===== config.mk =====
export PLATFORM = sky130hd
export DESIGN_NAME = keypad_scan_ctrl
export DESIGN_NICKNAME = d
export VERILOG_FILES = /design/src/rtl/keypad_scan_ctrl.sv
export SDC_FILE = /design/constraint.sdc
export NUM_CORES = 1
export LEC_CHECK = 0
export CAP_MARGIN = 40
export CORE_UTILIZATION = 50
export CTS_BUF_LIST = sky130_fd_sc_hd__clkbuf_2 sky130_fd_sc_hd__clkbuf_4 sky130_fd_sc_hd__clkbuf_8
export DETAILED_ROUTE_END_ITERATION = 7
export GPL_ROUTABILITY_DRIVEN = 0
export HOLD_SLACK_MARGIN = 0.08
export PLACE_DENSITY_LB_ADDON = 0.1
export SLEW_MARGIN = 10
export SYNTH_ARGS = -nofsm -noshare
export SYNTH_HDL_FRONTEND = slang
export SYNTH_SLANG_ARGS = --single-unit

===== constraint.sdc =====
create_clock -name clk -period 8.29 [get_ports clk]
set_clock_uncertainty 0.2 [all_clocks]
set_input_delay 1.658 -clock clk [delete_from_list [all_inputs] [get_ports clk]]
set_output_delay 1.658 -clock clk [all_outputs]
set_load 0.02 [all_outputs]

===== src/rtl/keypad_scan_ctrl.sv =====
// ROWSxCOLS matrix-keypad scanner: prescaled tick, N-sample debounce, press/release/repeat pulses.
// Latency: 2 clk row sync, then DEBOUNCE ticks to accept; no backpressure (event pulses are not held).
module keypad_scan_ctrl #(
    parameter int ROWS        = 4,
    parameter int COLS        = 4,
    parameter int TICK_DIV    = 2**20,
    parameter int DEBOUNCE    = 3,
    parameter int REPEAT_DLY  = 25,
    parameter int REPEAT_RATE = 5,
    localparam int CODE_W     = (ROWS * COLS > 1) ? $clog2(ROWS * COLS) : 1
) (
    input  logic              clk,
    input  logic              rst,
    input  logic [ROWS-1:0]   row,
    output logic [COLS-1:0]   col,
    input  logic              repeat_en,
    output logic [CODE_W-1:0] key_code,
    output logic              key_valid,
    output logic              key_release,
    output logic              key_down,
    output logic              multi_key
);

    localparam int TW   = $clog2(TICK_DIV);
    localparam int IW   = $clog2(COLS);
    localparam int RIW  = (ROWS > 1) ? $clog2(ROWS) : 1;
    localparam int DW   = $clog2(DEBOUNCE + 1);
    localparam int RMAX = (REPEAT_DLY > REPEAT_RATE) ? REPEAT_DLY : REPEAT_RATE;
    localparam int RW   = (RMAX > 0) ? $clog2(RMAX + 1) : 1;

    typedef enum logic [2:0] {
        ST_IDLE,
        ST_SCAN,
        ST_DEBOUNCE,
        ST_PRESSED,
        ST_RELEASE
    } state_t;

    state_t            state;
    logic [TW-1:0]     tcnt;
    logic              tick;
    logic [ROWS-1:0]   rs_meta;
    logic [ROWS-1:0]   rs;
    logic              all_hi;
    logic [IW-1:0]     idx;
    logic [ROWS-1:0]   pat;
    logic [DW-1:0]     cnt;
    logic [DW-1:0]     cnt_inc;
    logic              deb_done;
    logic [RW-1:0]     rc;
    logic [RW-1:0]     rc_inc;
    logic [RW-1:0]     rep_target;
    logic              rep_first;
    logic [ROWS-1:0]   acc_pat;
    logic [RIW-1:0]    low_row;
    int unsigned       n_low;
    logic [CODE_W-1:0] acc_code;

    assign tick = (tcnt == TW'(TICK_DIV - 1));

    always_ff @(posedge clk or posedge rst) begin
        if (rst) begin
            tcnt <= '0;
        end else if (tick) begin
            tcnt <= '0;
        end else begin
            tcnt <= tcnt + TW'(1);
        end
    end

    // Rows idle high through the pull-ups, so the synchroniser resets to all ones.
    always_ff @(posedge clk or posedge rst) begin
        if (rst) begin
            rs_meta <= '1;
            rs      <= '1;
        end else begin
            rs_meta <= row;
            rs      <= rs_meta;
        end
    end

    assign all_hi     = &rs;
    assign cnt_inc    = cnt + DW'(1);
    assign deb_done   = (cnt_inc >= DW'(DEBOUNCE));
    assign rc_inc     = (rc == '1) ? rc : rc + RW'(1);
    assign rep_target = rep_first ? RW'(REPEAT_DLY) : RW'(REPEAT_RATE);

    // With DEBOUNCE==1 the press is accepted on the SCAN hit tick, before pat is loaded.
    assign acc_pat = (state == ST_SCAN) ? rs : pat;

    always_comb begin
        low_row = '0;
        n_low   = 0;
        for (int r = ROWS - 1; r >= 0; r--) begin
            if (!acc_pat[r]) begin
                low_row = RIW'(r);
                n_low   = n_low + 1;
            end
        end
    end

    assign acc_code = CODE_W'(int'(idx) * ROWS + int'(low_row));

    always_ff @(posedge clk or posedge rst) begin
        if (rst) begin
            state       <= ST_IDLE;
            col         <= '0;
            idx         <= '0;
            pat         <= '1;
            cnt         <= '0;
            rc          <= '0;
            rep_first   <= 1'b1;
            key_code    <= '0;
            key_valid   <= 1'b0;
            key_release <= 1'b0;
            key_down    <= 1'b0;
            multi_key   <= 1'b0;
        end else begin
            key_valid   <= 1'b0;
            key_release <= 1'b0;
            if (tick) begin
                case (state)
                    ST_IDLE: begin
                        if (!all_hi) begin
                            state <= ST_SCAN;
                            idx   <= '0;
                            col   <= ~COLS'(1);
                        end
                    end
                    ST_SCAN: begin
                        if (!all_hi) begin
                            pat <= rs;
                            cnt <= DW'(1);
                            if (DEBOUNCE == 1) begin
                                state     <= ST_PRESSED;
                                key_valid <= 1'b1;
                                key_down  <= 1'b1;
                                key_code  <= acc_code;
                                multi_key <= (n_low > 1);
                                rc        <= '0;
                                rep_first <= 1'b1;
                            end else begin
                                state <= ST_DEBOUNCE;
                            end
                        end else if (idx == IW'(COLS - 1)) begin
                            state <= ST_IDLE;
                            col   <= '0;
                        end else begin
                            idx <= idx + IW'(1);
                            col <= ~(COLS'(1) << (idx + IW'(1)));
                        end
                    end
                    ST_DEBOUNCE: begin
                        if (rs == pat) begin
                            if (deb_done) begin
                                state     <= ST_PRESSED;
                                key_valid <= 1'b1;
                                key_down  <= 1'b1;
                                key_code  <= acc_code;
                                multi_key <= (n_low > 1);
                                rc        <= '0;
                                rep_first <= 1'b1;
                            end else begin
                                cnt <= cnt_inc;
                            end
                        end else begin
                            state <= ST_IDLE;
                            col   <= '0;
                        end
                    end
                    ST_PRESSED: begin
                        if (all_hi) begin
                            cnt <= DW'(1);
                            if (DEBOUNCE == 1) begin
                                state       <= ST_IDLE;
                                key_release <= 1'b1;
                                key_down    <= 1'b0;
                                col         <= '0;
                            end else begin
                                state <= ST_RELEASE;
                            end
                        end else if (!repeat_en) begin
                            rc <= '0;
                        end else if (rc_inc >= rep_target) begin
                            key_valid <= 1'b1;
                            rc        <= '0;
                            rep_first <= 1'b0;
                        end else begin
                            rc <= rc_inc;
                        end
                    end
                    ST_RELEASE: begin
                        if (all_hi) begin
                            if (deb_done) begin
                                state       <= ST_IDLE;
                                key_release <= 1'b1;
                                key_down    <= 1'b0;
                                col         <= '0;
                            end else begin
                                cnt <= cnt_inc;
                            end
                        end else begin
                            // Release bounce: resume the held key, repeat timing continues.
                            state <= ST_PRESSED;
                        end
                    end
                    default: begin
                        state <= ST_IDLE;
                        col   <= '0;
                    end
                endcase
            end
        end
    end

endmodule


==> impl_metrics.tcl <==
set metrics [dict create \
    status "complete, no violations" \
    yosysMostFrequentCell "dfrtp_1" \
    rows 28 \
    postCtsSetupBuffers 0 \
    p_sw_uw 116 \
    yosysSeqAreaShare_pct 46.2 \
    crit_chain "nor3b_2, mux2i_1, inv_1, ha_1, or2_2, a31oi_1, ha_1, a2111oi_0, a2111oi_0, mux2i_1" \
    drv_cap 0 \
    antenna_left 0 \
    synth_top_area_cell "dfrtp_1" \
    drtPass1Iterations 4 \
    start_kind "flop" \
    end_kind "flop" \
    synthDistinctLibCells 62 \
    synth_fp_nets 327 \
    crit_slowest_cell "dfrtp_1" \
    critPathCapture "multi_key" \
    vdd_ir_drop_max_v 0.000119 \
    cts_hold_buf 0 \
    vias 2315 \
    grt-ovfl-total 0 \
    r2r_start "state[0]" \
    fin_total_pwr_uw 531 \
    synth_ff_type "dfrtp_1" \
    relSlewSlack_pct 47.5 \
    cts_resized 0 \
    comb_power_share_pct 2.2 \
    path_buf_inv 1 \
    powerDensity_mw_per_mm2 149 \
    startpoint "state[0]" \
    core_sq_mm 0.00599 \
    yosysWarnings 0 \
    rsz0062_at_grt "no" \
    drv_slew 0 \
    r2r_slack_ns 4.67 \
    switching_share_pct 21.8 \
    avgViaCountPerCell 5.67 \
    start_util_pct 52.2 \
    setup_viol 0 \
    clk_pin_slew_worst_paths_ns 0.06 \
    fp.dieArea_sq_mm 0.00657 \
    routed_wl_mm 5.98 \
    layout_min_cycle_time_ns 3.62 \
    area_growth_pct 13.8 \
    path_max_fanout 20 \
    synth_cells 307 \
    post-place-ws_ns 4.69 \
    clockRootBuffer "clkbuf_8" \
    clk_latency_ns 0.34 \
    timing.hold.ws_ns 0.155 \
    clkSinkCount 57 \
    dpl.hpwl_mm 4.26 \
    worst_pin_slew_ns 0.782 \
    cellLeakagePower_nw 1.56 \
    grt_first_pass_wirelength_mm 10.3 \
    min_path_type "flop to flop" \
    antenna_found_initial 0 \
    r2r_cells 10 \
    fin_nets 348 \
    crit_type "flop to flop" \
    hp-start "rs_meta[3]" \
    setup_tns_ns 0 \
    clockBufferDepth 2 \
    layout-drive-gt1-share_pct 16.2 \
    internal_power_uw 416 \
    synth_edf_count 0 \
    ys_top_cells_by_area "dfrtp_1, dfstp_2, ha_1, mux2_2, xnor2_1" \
    pwr-share-clk_pct 44.3 \
    synth_seq_cells 57 \
    die-height_microns 81.1 \
    max_freq_ghz 0.276 \
    synth_commonest_cells "dfrtp_1, nor2_1, nand2_1" \
    cp_top_family "simple AND/OR/NAND/NOR gates" \
    slowest_delay_ns 0.71 \
    timing.rr.end "multi_key" \
    grt_pass1_vias 2210 \
    drc 0 \
    async_flop_share_pct 100 \
    fin_ws_ns 4.67 \
    die-width_microns 81.1 \
    p_seq_share_pct 53.5 \
    htreeDepth 3 \
    diodes 0 \
    io_buffers 18 \
    numCtsBuffers 9 \
    post-route-period-util_pct 43.7 \
    grt_usage_pct 20.8 \
    hold_violations 0 \
    wire_per_inst_microns 14.6 \
    synth_area_sq_mm 0.00313 \
    cts_tree "yes" \
    path_depth 10 \
    drt-initial-drc-count 148 \
    grt_max_degree 58 \
    synth_top_area_share_pct 35.2 \
    crit_arrival_ns 3.62 \
    io_pins 19 \
    crit_required_ns 8.29 \
    syn_avg_cell_area_sq_um 10.2 \
]
cell families (layout without fill, tap and decap cells):
group | after synthesis | after routing | synth area share (%)
AOI/OAI and AO/OA | 54 | 54 | 12.5
buffers and inverters | 27 | 53 | 3.32
and+or+nand+nor | 114 | 114 | 19.5
DFF | 57 | 57 | 46.2
muxes | 20 | 20 | 7.13
adders and majority gates | 13 | 13 | 5.20
xor gates and xnor gates | 22 | 22 | 6.16
sequential cells by signal, indices dropped and copies added (netlist names):
| register | flops |
|---|---|
| rs_meta | 4 |
| key_code | 4 |
| idx | 2 |
| key_down | 1 |
| tcnt | 20 |
| pat | 4 |
| col | 4 |
| multi_key | 1 |
| key_valid | 1 |
| rep_first | 1 |
| state | 3 |
| rs | 4 |
| cnt | 2 |
| rc | 5 |
| key_release | 1 |
metrics by stage:
step	instance area [sq um]	utilization, %	std cells
floorplan	3130	-	307
global placement	3370	56.2	391
detailed placement	3370	56.3	392
CTS	3560	59.4	408
global route	3560	59.4	408
finish	3560	59.4	408
metal layers:
metal  vias to the layer above  GRT usage [%]  wire length (microns)
met2                        35           30.4                   2590
met3                        11           5.62                    167
met5                         -              0                      0
li1                       1151              -                      -
met4                         0           9.29                     96
met1                      1118           28.7                   3120
cell type report:
class | instances | area [sq um]
tap | 75 | 93.8
fill | 506 | 2430
timing repair buffer | 20 | 195
sequential | 57 | 1440
clock inverter | 3 | 15.0
clock buffer | 13 | 166
inverter | 17 | 63.8
multi-input combinational | 223 | 1580
power groups by stage:
stage	clock, mW	combinational [mW]	sequential, mW
2_1_floorplan	0	0.00737	0.288
3_3_place_gp	0	0.0122	0.289
3_5_place_dp	0	0.0122	0.289
4_1_cts	0.243	0.0122	0.284
5_1_grt	0.254	0.0137	0.284
6_report	0.236	0.0117	0.284
how the worst min path moves through the flow:
| stage | end | depth (start not counted) |
|---|---|---|
| floorplan | rs[0] | 0 |
| global placement | rs[1] | 0 |
| detailed placement | rs[0] | 0 |
| CTS | rs[2] | 0 |
| global route | rs[2] | 0 |
| finish | rs[3] | 0 |
cells in the final DEF, fill, tap and decap left out, drive strengths merged, types with 4 or more instances in the layout:
cell	count
dfrtp	44
nor2	25
nand2	24
clkdlybuf4s50	18
inv	16
nand3	14
ha	13
dfstp	13
clkbuf	13
mux2	12
xor2	11
a21oi	11
xnor2	11
o21ai	9
nor3	9
and3	8
mux2i	8
nand4	8
nor4	4
clkinv	4
or2	4
(Power assumes the default switching activity.)
